<file path="src/rtl/lcd_ctrl.sv">
// LCD command/data streamer: Wishbone register file feeding a command FIFO that
// a small drain FSM pushes to the LCD PHY, with repeat counts and frame-mark pacing.
module lcd_ctrl #(
  parameter int DW         = 8,
  parameter int FIFO_DEPTH = 16,
  parameter int RPT_W      = 16
) (
  input  logic          clk,
  input  logic          rst_n,
  input  logic [31:0]   wb_wdata,
  output logic [31:0]   wb_rdata,
  input  logic [1:0]    wb_addr,
  input  logic          wb_we,
  input  logic          wb_cyc,
  output logic          wb_ack,
  output logic [DW-1:0] phy_data,
  output logic          phy_rs,
  output logic          phy_valid,
  input  logic          phy_ready,
  input  logic          phy_ena,
  input  logic          phy_fmark_stb,
  output logic          phy_rst,
  output logic          phy_cs
);

  localparam int AW = $clog2(FIFO_DEPTH);

  typedef struct packed {
    logic             rs;
    logic [RPT_W-1:0] rpt;
    logic [DW-1:0]    data;
  } entry_t;

  typedef enum logic [1:0] {IDLE, WAIT_FM, SEND} state_t;

  state_t state, nxt;

  logic          csr_rst, csr_cs, fm_wait, fm_pend, ovf;
  logic          wr, wr_csr, flush, push_req, push, pop, fm_clr;
  logic          empty, full, eligible, xfer, last;
  logic [AW:0]   wr_ptr, rd_ptr, level;
  logic [31:0]   csr_rd;
  logic [RPT_W-1:0] cnt;
  entry_t        push_ent, head;
  entry_t        mem [FIFO_DEPTH];
  logic          unused_ok;

  assign unused_ok = ^wb_wdata;

  // Side effects happen only in the ack cycle; the bus holds its inputs until then.
  assign wr       = wb_ack & wb_cyc & wb_we;
  assign wr_csr   = wr & (wb_addr == 2'd0);
  assign flush    = wr_csr & wb_wdata[3];
  assign push_req = wr & (wb_addr != 2'd0);

  always_comb begin
    push_ent      = '0;
    push_ent.rs   = (wb_addr != 2'd1);
    push_ent.data = wb_wdata[DW-1:0];
    if (wb_addr == 2'd3) push_ent.rpt = wb_wdata[16 +: RPT_W];
  end

  assign empty = (wr_ptr == rd_ptr);
  assign full  = (wr_ptr[AW] != rd_ptr[AW]) && (wr_ptr[AW-1:0] == rd_ptr[AW-1:0]);
  assign level = wr_ptr - rd_ptr;
  assign head  = mem[rd_ptr[AW-1:0]];
  // A full FIFO still accepts a push in the same cycle it pops.
  assign push  = push_req & (~full | pop);

  always_ff @(posedge clk) begin
    if (push && !flush) mem[wr_ptr[AW-1:0]] <= push_ent;
  end

  always_ff @(posedge clk or negedge rst_n) begin
    if (!rst_n) begin
      wr_ptr <= '0;
      rd_ptr <= '0;
    end else if (flush) begin
      wr_ptr <= '0;
      rd_ptr <= '0;
    end else begin
      if (push) wr_ptr <= wr_ptr + 1'b1;
      if (pop)  rd_ptr <= rd_ptr + 1'b1;
    end
  end

  assign csr_rd = {{(15-AW){1'b0}}, level, 7'b0, ovf, phy_ena, full, empty,
                   fm_pend, 1'b0, fm_wait, csr_cs, csr_rst};

  always_ff @(posedge clk or negedge rst_n) begin
    if (!rst_n) begin
      wb_ack   <= 1'b0;
      wb_rdata <= '0;
    end else begin
      wb_ack   <= wb_cyc & ~wb_ack;
      wb_rdata <= (wb_cyc && !wb_ack && wb_addr == 2'd0) ? csr_rd : '0;
    end
  end

  always_ff @(posedge clk or negedge rst_n) begin
    if (!rst_n) begin
      csr_rst <= 1'b0;
      csr_cs  <= 1'b0;
      fm_wait <= 1'b0;
      fm_pend <= 1'b0;
      ovf     <= 1'b0;
    end else begin
      if (wr_csr) begin
        csr_rst <= wb_wdata[0];
        csr_cs  <= wb_wdata[1];
      end
      if (fm_clr) fm_wait <= 1'b0;
      if (wr_csr && wb_wdata[2]) fm_wait <= 1'b1;
      // Hardware set beats a software clear in the same cycle.
      fm_pend <= (fm_pend & ~(wr_csr & wb_wdata[4])) | phy_fmark_stb;
      ovf     <= (ovf & ~(wr_csr & wb_wdata[8])) | (push_req & full & ~pop);
    end
  end

  assign phy_rst = csr_rst;
  assign phy_cs  = csr_cs;

  assign eligible  = ~fm_wait & ~empty & phy_ena;
  assign phy_valid = (state == SEND);
  assign xfer      = phy_valid & phy_ready;
  assign last      = xfer & (cnt == '0);

  always_comb begin
    nxt    = state;
    pop    = 1'b0;
    fm_clr = 1'b0;
    case (state)
      IDLE: begin
        if (fm_wait) nxt = WAIT_FM;
        else if (eligible) begin
          pop = 1'b1;
          nxt = SEND;
        end
      end
      WAIT_FM: begin
        if (phy_fmark_stb) begin
          fm_clr = 1'b1;
          nxt    = IDLE;
        end
      end
      SEND: begin
        if (last) begin
          if (eligible) pop = 1'b1;
          else          nxt = IDLE;
        end
      end
      default: nxt = IDLE;
    endcase
    if (flush) begin
      pop = 1'b0;
      nxt = IDLE;
    end
  end

  always_ff @(posedge clk or negedge rst_n) begin
    if (!rst_n) state <= IDLE;
    else        state <= nxt;
  end

  always_ff @(posedge clk or negedge rst_n) begin
    if (!rst_n) begin
      phy_data <= '0;
      phy_rs   <= 1'b0;
      cnt      <= '0;
    end else if (flush) begin
      phy_data <= '0;
      phy_rs   <= 1'b0;
      cnt      <= '0;
    end else if (pop) begin
      phy_data <= head.data;
      phy_rs   <= head.rs;
      cnt      <= head.rpt;
    end else if (xfer && cnt != '0) begin
      cnt <= cnt - 1'b1;
    end
  end

endmodule

</file>
<file path="config.mk">
export PLATFORM = sky130hd
export DESIGN_NAME = lcd_ctrl
export DESIGN_NICKNAME = d
export VERILOG_FILES = /design/src/rtl/lcd_ctrl.sv
export SDC_FILE = /design/constraint.sdc
export NUM_CORES = 1
export LEC_CHECK = 0
export CAP_MARGIN = 20
export CORE_MARGIN = 5
export CORE_UTILIZATION = 30
export CTS_CLUSTER_DIAMETER = 150
export DETAILED_ROUTE_END_ITERATION = 10
export SYNTH_ARGS = -nofsm -noshare
export SYNTH_HDL_FRONTEND = slang
export SYNTH_SLANG_ARGS = --single-unit
export TNS_END_PERCENT = 5
</file>
<file path="constraint.sdc">
create_clock -name clk -period 15.9 [get_ports clk]
set_input_delay 3.18 -clock clk [delete_from_list [all_inputs] [get_ports clk]]
set_output_delay 3.18 -clock clk [all_outputs]
set_load 0.05 [all_outputs]
</file>
==> load_flow_metrics.sql <==
INSERT INTO impl_metrics (metric_group, metric, value, unit) VALUES
('worst_setup_path', 'criticalPathCategory', 'in -> reg', ''),
('die', 'die_h', '256.8', 'um'),
('worst_setup_path', 'worstPathRequired', '16.09', 'ns'),
('clocking', 'numCtsBuffers', '45', ''),
('power_and_ir_drop', 'vdd_drop_max', '83.35', 'uV'),
('clocking', 'cts_resized', '0', ''),
('hold_path', 'timing.hold.worst.class', 'reg -> reg', ''),
('layout', 'layout-drive-gt1-share', '0.2177', ''),
('die', 'core_region_area', '60360', 'um^2'),
('clocking', 'cts_tree', 'yes', ''),
('detailed_routing', 'detail_route.drc_violations', '0', ''),
('detailed_routing', 'viasPerCell', '4.910', ''),
('layout', 'multiInputGateArea', '4634', 'um^2'),
('timing', 'timing.final.ws_setup', '9.656', 'ns'),
('run', 'cap_violations', '0', ''),
('synthesis', 'synth.ff_latch_count', '456', ''),
('synthesis', 'synth_enable_flop_cells', '400', ''),
('power_and_ir_drop', 'cellPowerDensity', '156.8', 'nW/um^2'),
('clocking', 'cts_hold_buf', '0', ''),
('worst_setup_path', 'crit_path_start_kind', 'input port', ''),
('clocking', 'clk_root_buffer_cell', 'clkbuf_16', ''),
('grt', 'grt_usage', '0.1231', ''),
('worst_setup_path', 'cp_data_arrival_time', '6.44', 'ns'),
('place', 'place.gp.congestion', '0.7896', ''),
('synthesis', 'synth_top_cells_by_count', 'edfxtp_1 (400), mux4_2 (113), nand2_1 (77)', ''),
('detailed_routing', 'drt_pre_antenna_iters', '5', ''),
('grt', 'grt_pass1_vias', '9537', ''),
('synthesis', 'synth_top_area_share', '0.6572', ''),
('grt', 'pin_count_of_the_biggest_net_entering_global_routing', '65', ''),
('timing', 'setup_tns', '0', 'ns'),
('synthesis', 'commonest_register_cell_after_synthesis', 'edfxtp_1', ''),
('worst_setup_path', 'crit_fanout', '19', ''),
('clocking', 'clock_sink_count', '456', ''),
('die', 'dieWidth', '256.8', 'um'),
('synthesis', 'combined_area_of_all_synthesized_cells', '18280', 'um^2'),
('die', 'design.die.area', '65960', 'um^2'),
('grt', 'grt_antenna_before_repair', '1', ''),
('synthesis', 'synth_seq_area_share', '0.7338', ''),
('timing', 'max_clock_freq', '0.1602', 'GHz'),
('clocking', 'post-cts-setup-buffers', '0', ''),
('timing', 'rsz0062_at_grt', 'false', ''),
('layout', 'final.fill_count', '5613', ''),
('place', 'place.port_buffers', '59', ''),
('place', 'placement.setup.worst_slack', '9.112', 'ns'),
('clocking', 'clk_buf_depth', '3', ''),
('timing', 'final.setup_skew', '0.01709', 'ns'),
('layout', 'seq_area', '13420', 'um^2'),
('timing', 'final_report_max_slew_violation_count', '0', ''),
('synthesis', 'ys.warnings.count', '0', ''),
('grt', 'wire_length_of_the_first_global_routing_pass', '62.28', 'mm'),
('synthesis', 'post-synth-top-count-cell', 'edfxtp_1', ''),
('synthesis', 'synth_area_per_cell', '19.00', 'um^2'),
('clocking', 'clk_pin_slew', '0.06', 'ns'),
('die', 'ioPinCount', '86', ''),
('timing', 'timing_worst_slew_pin_value', '1.060', 'ns'),
('place', 'post-dp-hpwl', '22.91', 'mm'),
('timing', 'period_share', '0.3927', ''),
('clocking', 'cts.htree.levels', '2', ''),
('detailed_routing', 'num_vias', '9162', ''),
('layout', 'area_growth', '16.91', '%'),
('detailed_routing', 'final_antenna_net_count', '0', ''),
('timing', 'slew_headroom', '0.2916', ''),
('layout', 'insertedDiodeCount', '0', ''),
('timing', 'final_critical_path_required_period', '6.244', 'ns'),
('die', 'floorplan.initialDensity', '0.3028', ''),
('layout', 'design.final.nets', '1101', ''),
('synthesis', 'yosysTopAreaCell', 'edfxtp_1', ''),
('detailed_routing', 'initialDrtViolationCount', '743', ''),
('synthesis', 'ys_types', '57', ''),
('detailed_routing', 'route.final.wire_length', '40.93', 'mm'),
('detailed_routing', 'avgRoutedWirePerCell', '21.93', 'um'),
('outcome', 'run_status', 'complete, no violations', ''),
('clocking', 'clkLatencyLatePin', '0.55', 'ns'),
('synthesis', 'async_flop_share', '0.1228', ''),
('worst_setup_path', 'worst_setup_path_end_kind', 'flip-flop', ''),
('power_and_ir_drop', 'leakagePower', '7.042', 'nW'),
('synthesis', 'synth_cells', '962', ''),
('synthesis', 'synth_area_leaders', 'edfxtp_1 (66%), mux4_2 (14%), dfrtp_1 (7.7%)', ''),
('grt', 'grt-ovfl-total', '0', ''),
('die', 'floorplan.rows', '90', ''),
('timing', 'hold_violations', '0', ''),
('timing', 'setup-violations-final', '0', ''),
('place', 'placedCellCount', '1779', ''),
('layout', 'instances_no_fill', '1866', '');
## power breakdown
| group | leakage [nW] | total (mW) | switching, mW | internal (mW) |
|---|---|---|---|---|
| sequential | 4.35 | 1.45 | 0.0883 | 1.36 |
| combinational | 2.00 | 0.893 | 0.477 | 0.416 |
| clock | 0.692 | 1.01 | 0.430 | 0.580 |
| total | 7.04 | 3.35 | 0.995 | 2.36 |
## final timing paths
path	start	to	slack [ns]	cells past startpoint
min	fm_pend$_DFF_PN0_	fm_pend$_DFF_PN0_	0.47	1
min in group asynchronous	rst_n	phy_data[1]$_DFFE_PN0P_	2.79	2
max reg2reg	rd_ptr[2]$_DFFE_PN0P_	mem[2][7]$_DFFE_PP_	10.35	10
max	phy_ena	mem[2][7]$_DFFE_PP_	9.66	8
max in group asynchronous	rst_n	rd_ptr[1]$_DFFE_PN0P_	12.51	2
min reg2reg	fm_pend$_DFF_PN0_	fm_pend$_DFF_PN0_	0.47	1
## state kept, by name (all words and copies together) (netlist names), 2 cells and up
signal,flops
cnt,16
mem,400
phy_data,8
wr_ptr,5
wb_rdata,13
rd_ptr,5
state,2
## layer usage
layer | vias up | wire length [um] | track usage
met5 | - | 0 | 0
met3 | 56 | 2072 | 0.01978
li1 | 4000 | - | -
met1 | 4844 | 18610 | 0.1780
met4 | 0 | 1020 | 0.03713
met2 | 262 | 19220 | 0.1932
## cells by family after synthesis
logic type	share of synthesized area
flops	0.7338
simple gates	0.05832
mux	0.1438
buf+inv	0.02191
compound gates	0.02711
xor+xnor	0.006230
fa+ha+maj	0.008625
other cells	0.0002052
## cell type report
cell class	instances	area share
Sequential cell	456	0.6281
Multi-Input combinational cell	446	0.2169
Clock buffer	69	0.06072
Tap cell	782	0.04579
Timing Repair Buffer	85	0.04099
Clock inverter	14	0.005036
Inverter	14	0.002459
## through the flow
step / hold WS, ns / util / cell area, um^2 / power, mW
3_3_place_gp: 0.4511 / 0.3283 / 19820 / 2.376
4_1_cts: 0.4765 / 0.3526 / 21280 / 3.394
2_1_floorplan: 0.4408 / - / 18350 / 2.132
5_1_grt: 0.5071 / 0.3540 / 21370 / 3.517
3_5_place_dp: 0.4618 / 0.3293 / 19880 / 2.382
6_report: 0.4692 / 0.3540 / 21370 / 3.351
## cells in the final DEF, fill, tap and decap left out, types with 5 or more instances in the layout
master / Yosys / final
edfxtp_1: 400 / 400
mux4_2: 113 / 113
nand2_1: 77 / 77
clkdlybuf4s50_1: 0 / 58
dfrtp_1: 56 / 53
clkbuf_16: 0 / 46
nand3_1: 33 / 33
and3_1: 25 / 25
nor2_1: 31 / 20
conb_1: 1 / 19
buf_4: 23 / 19
clkbuf_1: 24 / 17
a21oi_1: 16 / 16
inv_1: 12 / 12
nor2_4: 0 / 11
ha_1: 11 / 11
clkinv_2: 0 / 10
xnor2_1: 9 / 9
o21ai_0: 9 / 9
a22o_1: 9 / 9
nand2b_1: 6 / 6
nand4_1: 6 / 6
mux2i_1: 6 / 6
clkbuf_8: 0 / 6
buf_12: 0 / 6
nor3_1: 9 / 5
or3_1: 5 / 5
o211ai_1: 5 / 5
## critical path, cell delays in order
cell and delay [ns]:
clkdlybuf4s50_1 0.49, inv_1 0.09, a2111oi_4 0.56, nand2_1 0.18, o21ai_4 0.30, nand2_1 0.28, nor3_2 0.83, buf_4 0.51
Note: power is estimated with default switching activity, not from simulation.
